$ cat src/rtl/adc_frame_pack.sv
// ADC frame capture: after each falling sync edge, optionally waits a latched delay,
// then packs pairs of samples into 32-bit words for a ping-pong buffered write port.
`timescale 1ns/1ps
module adc_frame_pack #(
  parameter int ADC_W  = 12,
  parameter int ADDR_W = 12,
  parameter int DLY_W  = 16
) (
  input  logic              clk,
  input  logic              rst_n,
  input  logic              i_sync,
  input  logic [ADC_W-1:0]  i_adc_data,
  input  logic [DLY_W-1:0]  i_delay,
  input  logic [ADDR_W-2:0] i_len_words,
  input  logic              i_clr_ovr,
  output logic [ADDR_W-1:0] o_wr_addr,
  output logic [31:0]       o_wr_data,
  output logic              o_wr_en,
  output logic              o_busy,
  output logic              o_frame_done,
  output logic              o_rd_bank,
  output logic              o_overrun
);

  typedef enum logic [1:0] {IDLE, DELAY, CAPTURE, DONE} state_e;

  state_e            state_q, state_d;
  logic              sync_q;
  logic [DLY_W-1:0]  dly_q, dly_d;
  logic [ADDR_W-2:0] len_q, len_d;
  logic [ADDR_W-2:0] word_q, word_d;
  logic              phase_q, phase_d;
  logic [ADC_W-1:0]  hold_q, hold_d;
  logic              bank_q, bank_d;
  logic              rd_bank_q, rd_bank_d;
  logic              ovr_q, ovr_d;
  logic              wr_en_q, wr_en_d;
  logic [ADDR_W-1:0] wr_addr_q, wr_addr_d;
  logic [31:0]       wr_data_q, wr_data_d;
  logic              sync_fall;

  assign sync_fall = sync_q & ~i_sync;

  always_comb begin
    state_d   = state_q;
    dly_d     = dly_q;
    len_d     = len_q;
    word_d    = word_q;
    phase_d   = phase_q;
    hold_d    = hold_q;
    bank_d    = bank_q;
    rd_bank_d = rd_bank_q;
    ovr_d     = ovr_q;
    wr_en_d   = 1'b0;
    wr_addr_d = wr_addr_q;
    wr_data_d = wr_data_q;

    case (state_q)
      IDLE: begin
        if (sync_fall && (i_len_words != '0)) begin
          dly_d   = i_delay;
          len_d   = i_len_words;
          word_d  = '0;
          phase_d = 1'b0;
          state_d = (i_delay == '0) ? CAPTURE : DELAY;
        end
      end
      DELAY: begin
        if (dly_q == DLY_W'(1)) state_d = CAPTURE;
        else                    dly_d   = dly_q - DLY_W'(1);
      end
      CAPTURE: begin
        // word_q reaching len_q marks the cycle the final word is on the port
        if (word_q == len_q) begin
          state_d = DONE;
        end else if (!phase_q) begin
          hold_d  = i_adc_data;
          phase_d = 1'b1;
        end else begin
          wr_en_d   = 1'b1;
          wr_data_d = {16'(i_adc_data), 16'(hold_q)};
          wr_addr_d = {bank_q, word_q};
          phase_d   = 1'b0;
          word_d    = word_q + 1'b1;
        end
      end
      DONE: begin
        rd_bank_d = bank_q;
        bank_d    = ~bank_q;
        state_d   = IDLE;
      end
      default: state_d = IDLE;
    endcase

    if (i_clr_ovr) ovr_d = 1'b0;
    if (sync_fall && (state_q != IDLE)) ovr_d = 1'b1;
  end

  always_ff @(posedge clk or negedge rst_n) begin
    if (!rst_n) begin
      state_q   <= IDLE;
      sync_q    <= 1'b1;
      dly_q     <= '0;
      len_q     <= '0;
      word_q    <= '0;
      phase_q   <= 1'b0;
      hold_q    <= '0;
      bank_q    <= 1'b0;
      rd_bank_q <= 1'b0;
      ovr_q     <= 1'b0;
      wr_en_q   <= 1'b0;
      wr_addr_q <= '0;
      wr_data_q <= '0;
    end else begin
      state_q   <= state_d;
      sync_q    <= i_sync;
      dly_q     <= dly_d;
      len_q     <= len_d;
      word_q    <= word_d;
      phase_q   <= phase_d;
      hold_q    <= hold_d;
      bank_q    <= bank_d;
      rd_bank_q <= rd_bank_d;
      ovr_q     <= ovr_d;
      wr_en_q   <= wr_en_d;
      wr_addr_q <= wr_addr_d;
      wr_data_q <= wr_data_d;
    end
  end

  assign o_wr_en      = wr_en_q;
  assign o_wr_addr    = wr_addr_q;
  assign o_wr_data    = wr_data_q;
  assign o_busy       = (state_q != IDLE);
  assign o_frame_done = (state_q == DONE);
  assign o_rd_bank    = rd_bank_q;
  assign o_overrun    = ovr_q;

endmodule

$ cat config.mk
export PLATFORM = sky130hd
export DESIGN_NAME = adc_frame_pack
export DESIGN_NICKNAME = d
export VERILOG_FILES = /design/src/rtl/adc_frame_pack.sv
export SDC_FILE = /design/constraint.sdc
export NUM_CORES = 1
export LEC_CHECK = 0
export BUFFER_PORTS_ARGS = -buffer_cell sky130_fd_sc_hd__buf_2
export CAP_MARGIN = 10
export CORE_ASPECT_RATIO = 1.75
export CORE_MARGIN = 2
export CORE_UTILIZATION = 50
export CTS_BUF_LIST = sky130_fd_sc_hd__clkbuf_4 sky130_fd_sc_hd__clkbuf_8
export CTS_CLUSTER_SIZE = 30
export DETAILED_ROUTE_END_ITERATION = 12
export GPL_TIMING_DRIVEN = 0
export PLACE_DENSITY = 0.76
export SLEW_MARGIN = 20
export SYNTH_ARGS = -nofsm -noshare
export SYNTH_HDL_FRONTEND = slang
export SYNTH_SLANG_ARGS = --single-unit
$ cat constraint.sdc
create_clock -name clk -period 2.1 [get_ports clk]
set_input_delay 0.315 -clock clk [delete_from_list [all_inputs] [get_ports clk]]
set_output_delay 0.315 -clock clk [all_outputs]
set_load 0.03 [all_outputs]
==> results.txt, run 1 <==
Status: completed
Maxcap violations: 0
CTS sink count: 94
Largest family of logic cells by synthesized area: multiplexers
PD cells: 1140 mW/mm²
Top_reg_cell synth: dfrtp_1
Startpoint Class: flip-flop
Clock skew: 0.00891 ns
Core area: 0.00947 mm²
Switching pwr: 2.73 mW
Combinational power share: 41.9%
Post-synthesis adder-cell area fraction: 2.06%
Total Wirelength: 11300 µm
First-pass GRT wire length: 18000 µm
H-tree levels: 3
Commonest non-fill, non-tap cells in the layout: dfrtp_1, buf_2, mux2_4
#FFs+latches synth: 94
Drt pass-1 iters: 5
Total die area: 0.0106 mm²
Gr usage total: 21.6%
Gpl congestion: 0.931
Synth unique cells: 64
Final Max Tran Viols: 0
Lkg Pwr: 2.77 nW
# rows: 47
Min cycle time layout: 2.09 ns
Worst Hold Class: input pin to flip-flop
Worst hold start: i_sync
Initial core utilization: 51.4%
Clock Latency Late Sink: 0.36 ns
Wire per inst: 17.1 µm
Worst Path Max Fanout: 4
Worst VDD drop: 714 µV
Post-synthesis mux area share: 16.8%
Proportion of layout cells with a drive suffix above 1: 43.3%
Clock power frac: 18.9%
Design area: 0.00609 mm²
Asr flop ratio synth: 100%
Post-route DRC violation count: 0
Post-DP Area: 0.00549 mm²
RR Startpoint: sync_q
Critical Path Start: sync_q
P_int: 4.23 mW
Post-route ant nets: 0
RSZ-0062 raised after global routing: yes
Chip width: 78.6 µm
Clock root cell: clkbuf_8
CTS Buffer Depth: 2
Largest net degree at the start of global routing: 58
Crit share post-route: 99.5%
Vias in the first global route: 3763
Worst path max stage delay: 0.55 ns
Met2 Wirelength: 6210 µm
Critical Path End Type: flip-flop
Port bufs: 83
Initial antenna violation count: 0
YS warnings: 0
Post-route total power: 6.96 mW
Hold Vio Cnt, Final: 0
Initial DRC Count: 191
EDFF count, synth: 0
Total gr overflow: 0
Worst-path cell chain: nand2b_4, a31o_1, a211o_1, buf_6, or4_1, o311ai_1
Critical path type: flip-flop to flip-flop
Top Layer Used: met4
Via-per-instance ratio: 5.69
M1 WL: 4250 µm
Setup violators final: 0
Antenna Cells: 0
Max Fclk: 0.479 GHz
Ports: 92
CP arrival: 2.34 ns
HPWL Detailed: 8080 µm
Xor/xnor cell area share of the yosys netlist: 2.32%
Sequential fraction of the synthesis area: 48.4%
WP data required: 2.35 ns
Total CTS buffers: 9
Clk slew on worst S/H paths: 0.08 ns
CTS tree: yes
Mean Syn Cell Area: 11.8 µm²
Vias: 3744
Seq pwr share: 39.2%
Slowest-stage cell, CP: dfstp_2
Net Sw Frac: 39.2%
Synth Area in Simple Gates: 12.3%
Wire length on met3: 521 µm
Post-synthesis cell area: 0.00486 mm²
Mapped Cells: 412
Die Span Y: 134 µm
Area grow syn2layout: 25.2%
Final #Nets: 583
Most common cell after layout, fill and taps aside: dfrtp_1
Compound-Gate Fraction of Synth Area: 12.0%
-- synth_stat cells (all sizes together), types with 2 or more instances --
cell,number,area [µm²]
dfrtp,93,2330
mux2,61,796
a21oi,22,110
nand2,22,82.6
o21ai,22,110
buf,21,203
inv,16,60.1
nor2,15,56.3
nor4,13,100
xor2,12,113
nand3,10,67.6
o311ai,10,87.6
clkbuf,8,31.3
ha,8,100
and3,7,48.8
nor3,7,45.0
o211ai,7,57.6
or4,6,45.0
a31oi,4,25.0
nand2b,4,32.5
nand4b,4,35.0
o22ai,4,25.0
a21o,3,25.0
nand4,3,18.8
o31ai,3,22.5
a2bb2oi,2,17.5
a32oi,2,17.5
and2,2,12.5
mux2i,2,20.0
nor3b,2,15.0
o22a,2,17.5
or3,2,12.5
-- logic make-up (layout without fill, tap and decap cells) --
family	after synthesis	count (layout)
AO/OA/AOI/OAI	88	88
XOR/XNOR	12	12
adder cells (fa/ha/maj)	8	8
buffers and inverters	46	162
flip-flops	94	94
multiplexers	63	63
other	1	8
AND/OR/NAND/NOR	100	101
-- path summary, 6_finish.rpt --
kind	endpoint	slack, ns	cells after the start
max	word_q[8]	0.01	6
min	sync_q	0.07	1
max reg2reg	word_q[8]	0.01	6
min reg2reg	hold_q[6]	0.49	1
max in group asynchronous	sync_q	1.05	3
min in group asynchronous	dly_q[0]	0.41	2
-- per-layer routing --
layer / GRT usage [%] / up-vias
met1: 24.7 / 1826
li1: - / 1746
met2: 38.8 / 149
met3: 3.34 / 23
met5: 0 / -
met4: 10.3 / 0
-- through the flow --
stage / util (%) / hold slack [ns] / setup WS (ns) / TNS (ns) / std cells
3_5_place_dp: 58.0 / 0.243 / -0.323 / -15.53 / 625
6_report: 64.3 / 0.0711 / 0.0115 / 0 / 658
2_1_floorplan: - / 0.0194 / 0.0214 / 0 / 419
5_1_grt: 64.3 / 0.0586 / -0.0412 / -0.0784 / 658
4_1_cts: 62.1 / 0.0540 / 0.00182 / 0 / 648
3_3_place_gp: 57.6 / 0.432 / -0.302 / -29.82 / 624
-- final cells by class --
cell class,instances,area [µm²]
clock inverter,5,82.6
inverter,17,67.6
fill,730,3380
tap,122,153
sequential,94,2360
buffer,26,218
multi-input combinational,280,2460
clock buffer,10,138
timing repair buffer,104,612
-- power groups by stage --
| stage | clock, mW | combinational, mW | sequential (mW) |
|---|---|---|---|
| 2_1_floorplan | 0 | 1.74 | 2.74 |
| 5_1_grt | 1.42 | 3.18 | 2.78 |
| 3_5_place_dp | 0 | 2.54 | 2.65 |
| 6_report | 1.32 | 2.91 | 2.73 |
| 3_3_place_gp | 0 | 2.45 | 2.62 |
| 4_1_cts | 1.36 | 2.70 | 2.65 |
-- critical path, delay by kind of cell, from the launching register on --
family	cells	cell delay (ns)
buffers and inverters	1	0.13
AO/OA/AOI/OAI	3	0.79
flip-flops	1	0.55
AND/OR/NAND/NOR	2	0.51
-- state kept, by name, indices dropped and copies added, names as in the netlist --
register,cells
phase_q,1
o_overrun,1
o_wr_addr,12
o_wr_en,1
state_q,2
o_rd_bank,1
len_q,11
word_q,11
sync_q,1
hold_q,12
dly_q,16
o_wr_data,24
bank_q,1
-- timing repair --
item                                    4_1_cts  5_1_grt
gates cloned                                  1        1
hold buffers                                  1        0
resized for setup                            16       29
pin swaps                                     3        8
hold endpoints to repair                     37        0
endpoints found under the setup margin       66       63
buffers inserted                              7       11
(Power assumes the default switching activity.)
==> run 2: changes to the inputs <==
--- a/config.mk
+++ b/config.mk
@@ -9,12 +9,11 @@
 export CAP_MARGIN = 10
 export CORE_ASPECT_RATIO = 1.75
 export CORE_MARGIN = 2
-export CORE_UTILIZATION = 50
+export CORE_UTILIZATION = 25
 export CTS_BUF_LIST = sky130_fd_sc_hd__clkbuf_4 sky130_fd_sc_hd__clkbuf_8
 export CTS_CLUSTER_SIZE = 30
 export DETAILED_ROUTE_END_ITERATION = 12
 export GPL_TIMING_DRIVEN = 0
-export PLACE_DENSITY = 0.76
 export SLEW_MARGIN = 20
 export SYNTH_ARGS = -nofsm -noshare
 export SYNTH_HDL_FRONTEND = slang
==> run 2 against run 1 <==
Highest routed layer unchanged; fmax is 0.89% higher; sequential power hardly changed; sequential cell count unchanged; clock power is 13% higher; design area is 6.3% higher; via count is 0.29% higher.
==> results.txt, run 2 (same netlist as run 1, synthesis figures left out) <==
Ports: 92 (unchanged)
Post-route DRC violation count: 0 (unchanged)
Vias: 3755 (was 3744)
Status: completed (unchanged)
CTS tree: yes (unchanged)
WP data required: 2.35 ns (about the same)
PD cells: 1130 mW/mm² (was 1140 mW/mm²)
Depth of the worst hold-timing path: 1 (unchanged)
Initial DRC Count: 261 (was 191)
Largest net degree at the start of global routing: 69 (was 58)
Port bufs: 83 (unchanged)
Initial antenna violation count: 0 (unchanged)
Most common cell after layout, fill and taps aside: dfrtp_1 (unchanged)
Critical path type: flip-flop to flip-flop (unchanged)
Final Max Tran Viols: 0 (unchanged)
CP arrival: 2.32 ns (was 2.34 ns)
Worst VDD drop: 375 µV (was 714 µV)
Hold Vio Cnt, Final: 0 (unchanged)
Total Wirelength: 13000 µm (was 11300 µm)
Worst hold start: i_sync (unchanged)
Max Fclk: 0.483 GHz (was 0.479 GHz)
Max FFs per register: 24 (unchanged)
First-pass GRT wire length: 19300 µm (was 18000 µm)
Worst Hold Class: input pin to flip-flop (unchanged)
Setup TNS: 0 ns (unchanged)
Wire per inst: 16.4 µm (was 17.1 µm)
Critical Path End Type: flip-flop (unchanged)
Core area: 0.0191 mm² (was 0.00947 mm²)
CTS sink count: 94 (unchanged)
Filler cell count: 1910 (was 730)
Slew at the pin closest to its max-slew limit: 0.771 ns
Min cycle time layout: 2.07 ns (was 2.09 ns)
Multi-input logic area: 0.00250 mm² (was 0.00246 mm²)
Vias in the first global route: 3694 (was 3763)
Reg2Reg Capture Point: hold_q[8] (was word_q[8])
Clk slew on worst S/H paths: 0.10 ns (was 0.08 ns)
Lkg Pwr: 2.88 nW (was 2.77 nW)
Total gr overflow: 0 (unchanged)
Design area: 0.00647 mm² (was 0.00609 mm²)
RR Startpoint: word_q[3] (was sync_q)
Clock root cell: clkbuf_8 (unchanged)
Maxcap violations: 0 (unchanged)
Commonest non-fill, non-tap cells in the layout: dfrtp_1, buf_2, buf_4 (was dfrtp_1, buf_2, mux2_4)
Die Span Y: 189 µm (was 134 µm)
Proportion of layout cells with a drive suffix above 1: 46.9% (was 43.3%)
Register area: 0.00236 mm² (about the same)
Setup violators final: 0 (unchanged)
# rows: 67 (was 47)
CTS Buffer Depth: 2 (unchanged)
H-tree levels: 3 (unchanged)
Post-route ant nets: 0 (unchanged)
Reg2reg setup slack: 0.03 ns (was 0.01 ns)
Hold endpoint: sync_q (unchanged)
Drt pass-1 iters: 5 (unchanged)
Crit share post-route: 98.6% (was 99.5%)
Slew Limit Headroom: 48.1%
Gr usage total: 12.2% (was 21.6%)
Total die area: 0.0206 mm² (was 0.0106 mm²)
Gpl congestion: 0.802 (was 0.931)
Clock Latency Late Sink: 0.38 ns (was 0.36 ns)
Chip width: 109 µm (was 78.6 µm)
Antenna Cells: 0 (unchanged)
Post-DP Area: 0.00564 mm² (was 0.00549 mm²)
Area grow syn2layout: 33.1% (was 25.2%)
Reg2reg path depth: 8 (was 6)
HPWL Detailed: 8880 µm (was 8080 µm)
Final #Nets: 598 (was 583)
Total CTS buffers: 9 (unchanged)
RSZ-0062 raised after global routing: yes (unchanged)
Clock skew: 0.0104 ns (was 0.00891 ns)
Initial core utilization: 25.4% (was 51.4%)
Worst Path Max Fanout: 7 (was 4)
Via-per-instance ratio: 4.74 (was 5.69)
Startpoint Class: flip-flop (unchanged)
==> run 2: changes by cell type in the layout (fill, tap and decap cells not counted), moves of 3 or more <==
cell,delta
buf_4,+11
mux2_1,-7
mux2_4,+7
dfrtp_1,-3
dfrtp_2,+3
==> run 2: how the worst max path moves through the flow <==
stage,to,slack [ns],startpoint,cells past startpoint
2_1_floorplan,word_q[8],0.02,state_q[0],8
3_3_place_gp,o_wr_data[0],-0.42,word_q[1],6
3_5_place_dp,o_wr_data[0],-0.45,word_q[1],6
4_1_cts,word_q[8],0.001,sync_q,6
5_1_grt,dly_q[13],-0.08,state_q[1],7
6_report,hold_q[8],0.03,word_q[3],8
==> run 2: where the power goes <==
group	leakage, nW	switching (mW)	total [mW]	internal [mW]
clock network	0.112	0.695	1.49	0.795
logic	1.67	1.70	3.11	1.41
registers	1.10	0.444	2.70	2.26
total	2.88	2.84	7.30	4.47
==> run 2: worst max-delay path, cell delays in order (launching register included) <==
cell and delay (ns):
dfrtp_1 0.39, buf_6 0.13, xor2_4 0.18, nor4_4 0.25, buf_4 0.19, and3_4 0.28, nor3_4 0.08, buf_6 0.15
mux2_1 0.31
==> run 2: what timing repair did <==
action,4_1_cts,5_1_grt
pin swaps,5,10
endpoints found under the setup margin,68,69
buffers inserted,10,20
hold endpoints to repair,25,0
hold buffers,1,0
gates cloned,0,3
gates resized for setup,19,46
==> run 2: layout make-up <==
cell class	count	area share [%]
well taps	241	4.66
plain buffers	28	3.67
clock buffers	9	1.91
flip-flops and latches	94	36.5
multi-input cells	279	38.6
repair buffers	118	11.8
clock inverters	7	1.88
inverters	17	0.986
==> run 2: metal layers <==
metal	part of all wire (%)	vias up	global-route usage, %
met5	0	-	0
met4	3.0	0	5.89
met3	5.4	25	2.77
met2	55	124	22.2
met1	37	1835	12.8
li1	-	1771	-
==> run 2: metrics by stage <==
stage	util [%]	worst slack, ns	power [mW]	cells	hold WS, ns
final	33.9	0.0299	7.30	793	0.0418
after global routing	33.9	-0.0759	7.80	793	0.0270
after CTS	31.9	0.00126	6.95	770	0.0211
after detailed placement	29.5	-0.446	5.20	744	0.214
after global placement	29.3	-0.423	5.14	743	0.433
after floorplan	-	0.0214	4.47	419	0.0194
